### config.mk
export PLATFORM = sky130hd
export DESIGN_NAME = serial_adder
export DESIGN_NICKNAME = d
export VERILOG_FILES = /design/src/rtl/serial_adder.sv
export SDC_FILE = /design/constraint.sdc
export NUM_CORES = 1
export LEC_CHECK = 0
export BUFFER_PORTS_ARGS = -buffer_cell sky130_fd_sc_hd__clkbuf_2
export CAP_MARGIN = 20
export CORE_UTILIZATION = 46
export CTS_CLUSTER_DIAMETER = 50
export DETAILED_ROUTE_END_ITERATION = 8
export MAX_ROUTING_LAYER = met4
export PLACE_DENSITY = 0.75
export SYNTH_ARGS = -nofsm -noshare
export SYNTH_HDL_FRONTEND = slang
export SYNTH_SLANG_ARGS = --single-unit
### constraint.sdc
create_clock -name clk -period 1.91 [get_ports clk]
set_clock_uncertainty 0.15 [all_clocks]
set_input_delay 0.191 -clock clk [delete_from_list [all_inputs] [get_ports clk]]
set_output_delay 0.191 -clock clk [all_outputs]
set_load 0.005 [all_outputs]
### src/rtl/serial_adder.sv
// Bit-serial N-bit adder: one full-adder cell reused over N cycles, valid/ready in and out.
// Optional subtract mode is built in when SERIAL_ADDER_SUB_EN is defined (adds the sub port).
module serial_adder #(
    parameter int N = 8
) (
    input  logic         clk,
    input  logic         rst_n,
    input  logic         i_valid,
    output logic         o_ready,
    input  logic [N-1:0] a,
    input  logic [N-1:0] b,
    input  logic         cin,
`ifdef SERIAL_ADDER_SUB_EN
    input  logic         sub,
`endif
    output logic         o_valid,
    input  logic         i_ready,
    output logic [N-1:0] sum,
    output logic         cout
);

    localparam int CW = $clog2(N + 1);

    typedef enum logic [1:0] {IDLE, RUN, DONE} state_t;

    state_t          state_q, state_d;
    logic [N-1:0]    aSh_q, aSh_d;
    logic [N-1:0]    bSh_q, bSh_d;
    logic [N-1:0]    sum_q, sum_d;
    logic            carry_q, carry_d;
    logic            cout_q, cout_d;
    logic [CW-1:0]   k_q, k_d;

    logic            accept;
    logic            lastBit;
    logic            bitSum;
    logic            bitCarry;

    assign accept  = i_valid && (state_q == IDLE);
    assign lastBit = (k_q == CW'(N - 1));

    always_ff @(posedge clk or negedge rst_n) begin
        if (!rst_n) begin
            state_q <= IDLE;
        end else begin
            state_q <= state_d;
        end
    end

    always_comb begin
        state_d = state_q;
        case (state_q)
            IDLE:    if (accept) state_d = RUN;
            RUN:     if (lastBit) state_d = DONE;
            DONE:    if (i_ready) state_d = IDLE;
            default: state_d = IDLE;
        endcase
    end

    always_comb begin
        o_ready = (state_q == IDLE);
        o_valid = (state_q == DONE);
        sum     = sum_q;
        cout    = cout_q;
    end

    always_ff @(posedge clk or negedge rst_n) begin
        if (!rst_n) begin
            aSh_q   <= '0;
            bSh_q   <= '0;
            sum_q   <= '0;
            carry_q <= 1'b0;
            cout_q  <= 1'b0;
            k_q     <= '0;
        end else begin
            aSh_q   <= aSh_d;
            bSh_q   <= bSh_d;
            sum_q   <= sum_d;
            carry_q <= carry_d;
            cout_q  <= cout_d;
            k_q     <= k_d;
        end
    end

    // The full-adder cell: two half adders plus an OR, fed from the LSBs of the shifters.
    always_comb begin
        bitSum   = aSh_q[0] ^ bSh_q[0] ^ carry_q;
        bitCarry = (aSh_q[0] & bSh_q[0]) | (carry_q & (aSh_q[0] ^ bSh_q[0]));
    end

    always_comb begin
        aSh_d   = aSh_q;
        bSh_d   = bSh_q;
        sum_d   = sum_q;
        carry_d = carry_q;
        cout_d  = cout_q;
        k_d     = k_q;
        case (state_q)
            IDLE: begin
                if (accept) begin
                    aSh_d = a;
`ifdef SERIAL_ADDER_SUB_EN
                    // Subtraction as a + ~b + 1; carry-out then means "no borrow".
                    bSh_d   = sub ? ~b : b;
                    carry_d = sub ? 1'b1 : cin;
`else
                    bSh_d   = b;
                    carry_d = cin;
`endif
                    sum_d = '0;
                    k_d   = '0;
                end
            end
            RUN: begin
                aSh_d        = aSh_q >> 1;
                bSh_d        = bSh_q >> 1;
                sum_d        = sum_q >> 1;
                sum_d[N-1]   = bitSum;
                carry_d      = bitCarry;
                k_d          = k_q + 1'b1;
                if (lastBit) begin
                    cout_d = bitCarry;
                end
            end
            default: ;
        endcase
    end

endmodule

# Word level (Yosys, flattened, before mapping)
# Index checks and enable logic that the tools add are counted.
[word_totals]
reg_bits = 32
out_inout_bits = 11
elab_cells = 39
inputBits = 21
[op_classes]
eq_ne = 6
add_sub_neg = 1
n_bitwise = 5
reduce_logical = 6
muxes = 14
[ops]
columns = ["op", "count"]
rows = [
  ["case mux 8 bit (2 select lines)", 3],
  ["two-way mux 8 bit", 3],
  ["case mux 4 bit (2 select lines)", 1],
  ["two-way mux 2 bit", 3],
  ["case mux 2 bit (3 select lines)", 1],
  ["adder 4 x 1 -> 4 bit, second input constant", 1],
  ["equality test 4 x 3 -> 1 bit, second input constant", 1],
  ["two-way mux 4 bit", 1],
  ["inequality test 2 x 1 -> 1 bit, second input constant", 2],
  ["AND reduction 2 bit", 2],
  ["AND reduction 3 bit", 1],
  ["bitwise AND 1 bit", 2],
  ["equality test 2 x 1 -> 1 bit, second input constant", 1],
  ["equality test 2 bit, second input constant", 1],
  ["zero test 2 bit", 1],
  ["inequality test 2 bit, second input constant", 1],
  ["case mux 1 bit (2 select lines)", 1],
  ["nonzero test 2 bit", 1],
  ["bitwise XOR 1 bit", 2],
  ["logical AND 1 bit", 1],
  ["two-way mux 1 bit", 1],
  ["OR 1 bit", 1],
]

# Depth between registers and ports, before layout
# Gate-level depths: netlist of the first run.
[logic_depth]
depth_word = 4
ltp_mapped = 4
depth_no_buf = 4

# Least setup slack after synthesis of the first run
# No wires, ideal clock.
[synth_path]
path_kind = "flip-flop to flip-flop"
from = "register state_q[1]"
to = "register sum_q[4] (netlist: sum[4])"
arrival_ns = 0.987
required_ns = 1.639
period_less_slack_ns = 1.258
setup_time_ns = 0.121
slack_ns = 0.652
path_buffers = 1
path_stages_with_launch = 4
path_cell_list = "dfrtp_1 -> o21bai_2 -> buf_2 -> a22o_1"
[synth_via]
elab_chain_len = 4
word_cells_on_any_way = 7
classes_between = "2 x eq/ne; 1 x mux; 4 x reduce/logical"
[synth_rtl]
columns = ["element", "line", "rtl"]
rows = [
  ["start, declared", "26", "state_t state_q, state_d;"],
  ["start signal, assigned", "46", "state_q <= state_d;"],
  ["zero test 2 bit", "39, 98", ""],
  ["logical AND 1 bit", "39", "assign accept = i_valid && (state_q == IDLE);"],
  ["inequality test 2 x 1 -> 1 bit (no source line)", "-", ""],
  ["AND reduction 2 bit (no source line)", "-", ""],
  ["end signal, assigned", "78", "sum_q <= sum_d;"],
  ["end, declared", "29", "logic [N-1:0] sum_q, sum_d;"],
]
# Several ways; a longest one is shown, not always the timed one.
# A chain may end at the register's enable or synchronous reset.

# Worst setup path in the final report of the first run
[layout_path]
from = "register state_q[0]"
to = "output port o_ready"
[layout_via]
elab_chain_len = 1
[layout_rtl]
columns = ["element", "line", "rtl"]
rows = [
  ["zero test 2 bit", "61", "o_ready = (state_q == IDLE);"],
  ["end, declared", "9", "output logic o_ready,"],
]
# Every way passes these cells.

==> results.md, run 1 <==
- Kind of critical path: register to primary output
- Path class of the lowest-slack min-delay path: input pin to register
- Gate count after technology mapping: 124
- Worst EP required: 1.57 ns
- Number of standard-cell rows in the floorplan: 19
- GRT Resource Usage Total: 0.215
- Proportion of synthesized chip area in sequential cells: 0.583
- Delay of the slowest cell on the worst path: 0.49 ns
- CTS tree: done
- Horizontal die dimension: 56.6 um
- Total power per unit cell area: 1440 mW/mm2
- I/O pins: 32
- Net count of the mapped netlist: 147
- Initial core utilization: 0.493
- Highest metal layer used by the detailed router: met4
- Via count of the first global-routing pass: 1144
- Clock root cell: sky130_fd_sc_hd__clkbuf_4
- Number of flops mapped to enable cells by yosys: 0
- Layout cell share with drive strength beyond 1: 0.265
- Startpoint type of the worst setup path: register
- Area added between synthesis and finish: 25.6%
- Clock transition at the registers of the reported paths: 0.09 ns
- Transition at the pin with the smallest max-transition slack: 0.749 ns
- Die height: 56.6 um
- Largest voltage drop on the vdd net: 0.000933 V
- Max-slew headroom: 0.501
- Warning count from the yosys run: 0
- Cell area after synthesis: 0.00137 mm2
- Shortest period the worst path allows: 1.78 ns
- CTS sink cnt: 32
- Run status: finished with violations
- H-Tree Depth: 2
- Total detailed-routing wirelength: 2.88 mm
- Vias: 1129
- Top area cells in the synthesized netlist: sky130_fd_sc_hd__dfrtp_1 58%, sky130_fd_sc_hd__a22oi_1 7.7%, sky130_fd_sc_hd__o21ai_0 6.2%
- Metal2 WL: 1.42 mm
- Leakage power: 0.825 nW
- Total buffers and inverters traversed by the critical path: 2
- Ratio of routed vias to standard cells: 5.62
- CP cell instances: buf_4 > nor2_1 > clkbuf_2
- Setup violations, final: 0
- Hold Violations, Final: 1
- Share of flip-flops with an asynchronous set or reset: 1.00
- CTS-repair resized insts: 0
- Number of unique standard cell types used by synthesis: 27
- Commonest register cell after synthesis: sky130_fd_sc_hd__dfrtp_1
- Core area: 0.00278 mm2
- Sort of element at the end of the critical path: primary output
- Mean post-synth cell area: 11.1 um2
- TritonCTS Buffers: 5
- CP top delay family: flip-flops
- Number of antenna violations at the first check in global routing: 0
- Met1 WL: 1.26 mm
- Detailed router's first-iteration violation count: 34
- Number of buffers added on ports: 31
- Top cell type by total area after synthesis: sky130_fd_sc_hd__dfrtp_1
- Largest net degree at the start of global routing: 33
- Final GP Congestion: 0.765
- Total power after layout: 0.00248 W
- Maximum operating frequency: 0.563 GHz
- Clock latency on the worst-skew pair: 0.34 ns
- Diodes inserted: 0
- Number of storage elements in the synthesis netlist: 32
- Cell count after placement: 182
- Crit-path slowest cell: sky130_fd_sc_hd__dfrtp_1
- Post-detailed-placement half-perimeter wirelength: 1.97 mm
- Total of max-cap violations: 0
- Final cell count without fillers: 201
- Post-route clock period utilization: 0.930
- Sum Neg Setup Slack: 0 ns
- Net total in the final layout: 192
- Proportion of netlist area held by the largest area contributor: 0.583
- Final routed DRC violation total: 0
- Most instantiated cells after synthesis: 32 x sky130_fd_sc_hd__dfrtp_1, 17 x sky130_fd_sc_hd__o21ai_0, 16 x sky130_fd_sc_hd__nand2_1
- Data arrival at the endpoint of the critical path: 1.44 ns
- Final hold slack: -0.000260 ns
- Number of max-slew violations in the final report: 0
- Final global-route overflow total: 0
- Pre-Repair DR Iteration Count: 4
- Violated checks: hold timing
- First-pass GRT wire length: 5.08 mm
- Most frequent cell after synthesis: sky130_fd_sc_hd__dfrtp_1
- Average wire per cell in the routed design: 14.3 um
- Die area: 0.00321 mm2
- Bufs on Longest Clock Path: 2
- Antenna violation net count after detailed routing: 0
- RSZ-0062 raised after global routing: false
- Maximum net fanout on the critical path: 13
- Sum of met3 wire segment lengths after detailed routing: 173 um
==> area by class of cell <==
type | instances | area [um2]
multi-input cells | 78 | 505
clock buffers | 6 | 51.3
clock inverters | 2 | 10.0
fillers | 247 | 1060
inverters | 6 | 22.5
flip-flops and latches | 32 | 801
repair buffers | 46 | 295
well taps | 31 | 38.8
==> routing by layer <==
metal	global-route usage	vias to the layer above
met5	-	-
met4	0.0453	0
met3	0.0853	2
met2	0.356	39
met1	0.248	549
li1	-	539
==> flip-flops by register name, indices dropped and copies added (netlist names) <==
signal,flops
sum,8
state_q,2
aSh_q,8
carry_q,1
k_q,4
cout,1
bSh_q,8
==> where the power goes <==
part           switching, W  total [W]  internal, W
Combinational      0.000482   0.000928     0.000446
Clock              0.000232   0.000407     0.000175
Sequential         0.000196    0.00114     0.000948
==> worst paths after layout <==
| kind | start | to | slack, ns | depth (start not counted) |
|---|---|---|---|---|
| hold / removal | b[1] | bSh_q[1]$_DFFE_PN0P_ | -0.0003 | 3 |
| setup / recovery | state_q[0]$_DFFE_PN0P_ | o_ready | 0.13 | 3 |
| min in group asynchronous | rst_n | sum[4]$_DFFE_PN0P_ | 0.29 | 2 |
| max in group asynchronous | rst_n | bSh_q[5]$_DFFE_PN0P_ | 0.83 | 2 |
| setup reg to reg | state_q[0]$_DFFE_PN0P_ | bSh_q[4]$_DFFE_PN0P_ | 0.41 | 4 |
| hold reg to reg | k_q[3]$_DFFE_PN0P_ | k_q[3]$_DFFE_PN0P_ | 0.34 | 1 |
==> logic make-up (layout without fill, tap and decap cells) <==
logic type / after synthesis / in the layout / synth area share
buf+inv: 14 / 60 / 0.0483
flops: 32 / 32 / 0.583
compound gates: 51 / 51 / 0.258
simple gates: 25 / 25 / 0.0866
fa+ha+maj: 2 / 2 / 0.0237
==> through the flow <==
stage	util	cell area, um2	hold WS [ns]	setup WS (ns)
2_1_floorplan	-	1370	-0.255	0.652
3_3_place_gp	0.558	1550	0.146	0.501
3_5_place_dp	0.558	1550	0.149	0.427
4_1_cts	0.620	1720	0.00193	0.169
5_1_grt	0.620	1720	0.0260	0.0262
6_report	0.620	1720	-0.000260	0.133
==> tightest hold or removal path: stages <==
cell,delay (ns)
sky130_fd_sc_hd__clkbuf_2,0.08
sky130_fd_sc_hd__a22oi_1,0.05
sky130_fd_sc_hd__o21ai_0,0.13
==> layout by cell type (no fill, tap or decap), drive strengths merged, types with 2 or more instances in the layout <==
cell	Yosys	final
clkbuf	1	37
dfrtp	32	32
o21ai	17	17
nand2	16	16
a22oi	14	14
dlygate4sd3	0	11
a22o	8	8
inv	6	6
buf	7	4
o22ai	3	3
nor2b	2	2
nand2b	2	2
a32o	2	2
clkinv	0	2
==> repair_timing <==
action,in CTS,in global routing
hold buffers,11,0
buffers inserted,0,0
hold endpoints to repair,42,0
Power figures use the tool's default switching activity.
==> run 2: changes to the inputs <==
==> constraint.sdc (replaced) <==
create_clock -name clk -period 1.91 [get_ports clk]
set_clock_uncertainty 0.15 [all_clocks]
set_input_delay 0.0955 -clock clk [delete_from_list [all_inputs] [get_ports clk]]
set_output_delay 0.0955 -clock clk [all_outputs]
set_load 0.005 [all_outputs]
==> run 2 against run 1 <==
Against the previous run: the flow now finishes without violations; clock power shrank 2%; critical path depth did not move; hold slack improved by 0.22 ns; critical endpoint unchanged; largest cell class unchanged; largest power group unchanged.
==> results.md, run 2 (same netlist as run 1, synthesis figures left out) <==
- Run status: finished clean
- Largest net degree at the start of global routing: 33
- Clock transition at the registers of the reported paths: 0.09 ns
- Leakage power: 0.862 nW
- Max-slew headroom: 0.485
- I/O pins: 32
- Setup violations, final: 0
- Final cell count without fillers: 210
- Number of buffers added on ports: 31
- Bufs on Longest Clock Path: 2
- Post-route clock period utilization: 0.869
- CTS sink cnt: 32
- Pre-Repair DR Iteration Count: 4
- Number of antenna violations at the first check in global routing: 0
- Vias: 1173
- Number of max-slew violations in the final report: 0
- Final global-route overflow total: 0
- First-pass GRT wire length: 5.06 mm
- CTS tree: done
- Total of max-cap violations: 0
- Data arrival at the endpoint of the critical path: 1.41 ns
- Maximum operating frequency: 0.603 GHz
- Layout cell share with drive strength beyond 1: 0.251
- Antenna violation net count after detailed routing: 0
- Final-layout fill cell count: 224
- Cell count after placement: 182
- Shortest period the worst path allows: 1.66 ns
- Largest voltage drop on the vdd net: 0.000912 V
- Total power per unit cell area: 1370 mW/mm2
- Path class of the lowest-slack min-delay path: input pin to async pin
- Initial core utilization: 0.493
- Most used cells in the layout excluding fill and tap cells: 32 x sky130_fd_sc_hd__dfrtp_1, 31 x sky130_fd_sc_hd__clkbuf_2, 20 x sky130_fd_sc_hd__dlygate4sd3_1, 17 x sky130_fd_sc_hd__o21ai_0, 16 x sky130_fd_sc_hd__nand2_1
- Ratio of routed vias to standard cells: 5.59
- Detailed router's first-iteration violation count: 25
- H-Tree Depth: 2
- Die height: 56.6 um
- Hold Violations, Final: 0
- Worst EP required: 1.66 ns
- Startpoint type of the worst setup path: register
- Sort of element at the end of the critical path: primary output
- Sum Neg Setup Slack: 0 ns
- Clock latency on the worst-skew pair: 0.33 ns
- Diodes inserted: 0
- Clock root cell: sky130_fd_sc_hd__clkbuf_4
- Area added between synthesis and finish: 32.2%
- RSZ-0062 raised after global routing: false
- FF-to-FF path depth: 3
- Final GP Congestion: 0.764
- Transition at the pin with the smallest max-transition slack: 0.773 ns
- Average wire per cell in the routed design: 14.0 um
- Via count of the first global-routing pass: 1161
- Maximum net fanout on the critical path: 13
- GRT Resource Usage Total: 0.214
- TritonCTS Buffers: 5
- Net total in the final layout: 201
- Most common cell after layout, fill and taps aside: sky130_fd_sc_hd__dfrtp_1
- Final routed DRC violation total: 0
- Number of standard-cell rows in the floorplan: 19
- Die area: 0.00321 mm2
- CTS-repair resized insts: 0
- Post-detailed-placement half-perimeter wirelength: 1.94 mm
- Horizontal die dimension: 56.6 um
- Kind of critical path: register to primary output
- Core area: 0.00278 mm2
- Total detailed-routing wirelength: 2.94 mm
-- run 2: what timing repair did --
item                                    CTS  global route
hold buffers                             20             0
endpoints found under the setup margin    0             0
endpoints found under the hold margin    50             0
setup buffers                             0             0
-- run 2: layout make-up --
class,count,area [um2],share of cell area
clock buffers,6,51.3,0.0283
clock inverters,2,10.0,0.00552
inverters,6,22.5,0.0124
multi-input cells,78,505,0.279
flip-flops and latches,32,801,0.441
well taps,31,38.8,0.0214
repair buffers,55,385,0.212
-- run 2: final timing paths --
check / from / to / slack (ns)
worst max-delay path: state_q[0]$_DFFE_PN0P_ / o_ready / 0.25
worst min-delay path: rst_n / sum[5]$_DFFE_PN0P_ / 0.22
worst max register to register: state_q[0]$_DFFE_PN0P_ / sum[6]$_DFFE_PN0P_ / 0.41
worst min register to register: k_q[3]$_DFFE_PN0P_ / k_q[3]$_DFFE_PN0P_ / 0.34
max in group asynchronous: rst_n / carry_q$_DFFE_PN0P_ / 0.91
min in group clk: k_q[3]$_DFFE_PN0P_ / k_q[3]$_DFFE_PN0P_ / 0.34
-- run 2: power breakdown --
| group | switching [W] | internal, W | leakage [nW] |
|---|---|---|---|
| Clock | 0.000225 | 0.000175 | 0.0380 |
| Combinational | 0.000487 | 0.000453 | 0.406 |
| Sequential | 0.000201 | 0.000948 | 0.418 |
-- run 2: worst max-delay path, cell delays in order, from the launching register on --
cell and delay, ns:
sky130_fd_sc_hd__dfrtp_1 0.49, sky130_fd_sc_hd__buf_4 0.24, sky130_fd_sc_hd__nor2_1 0.20, sky130_fd_sc_hd__clkbuf_2 0.15
-- run 2: layer usage --
| metal | vias to the layer above | part of all wire | global-route usage |
|---|---|---|---|
| li1 | 561 | - | - |
| met1 | 568 | 0.44 | 0.258 |
| met2 | 42 | 0.48 | 0.351 |
| met3 | 2 | 0.068 | 0.0622 |
| met4 | 0 | 0.0051 | 0.0627 |
| met5 | - | 0 | - |
-- run 2: through the flow --
stage               setup WS (ns)  utilization  hold WS (ns)  power, W  area, um2
finish                      0.251        0.652         0.216   0.00249       1810
global route                0.158        0.652         0.284   0.00267       1810
CTS                         0.275        0.652         0.238   0.00250       1810
detailed placement          0.422        0.558        0.0589   0.00207       1550
global placement            0.498        0.558        0.0513   0.00201       1550
floorplan                   0.652            -        -0.350   0.00177       1370
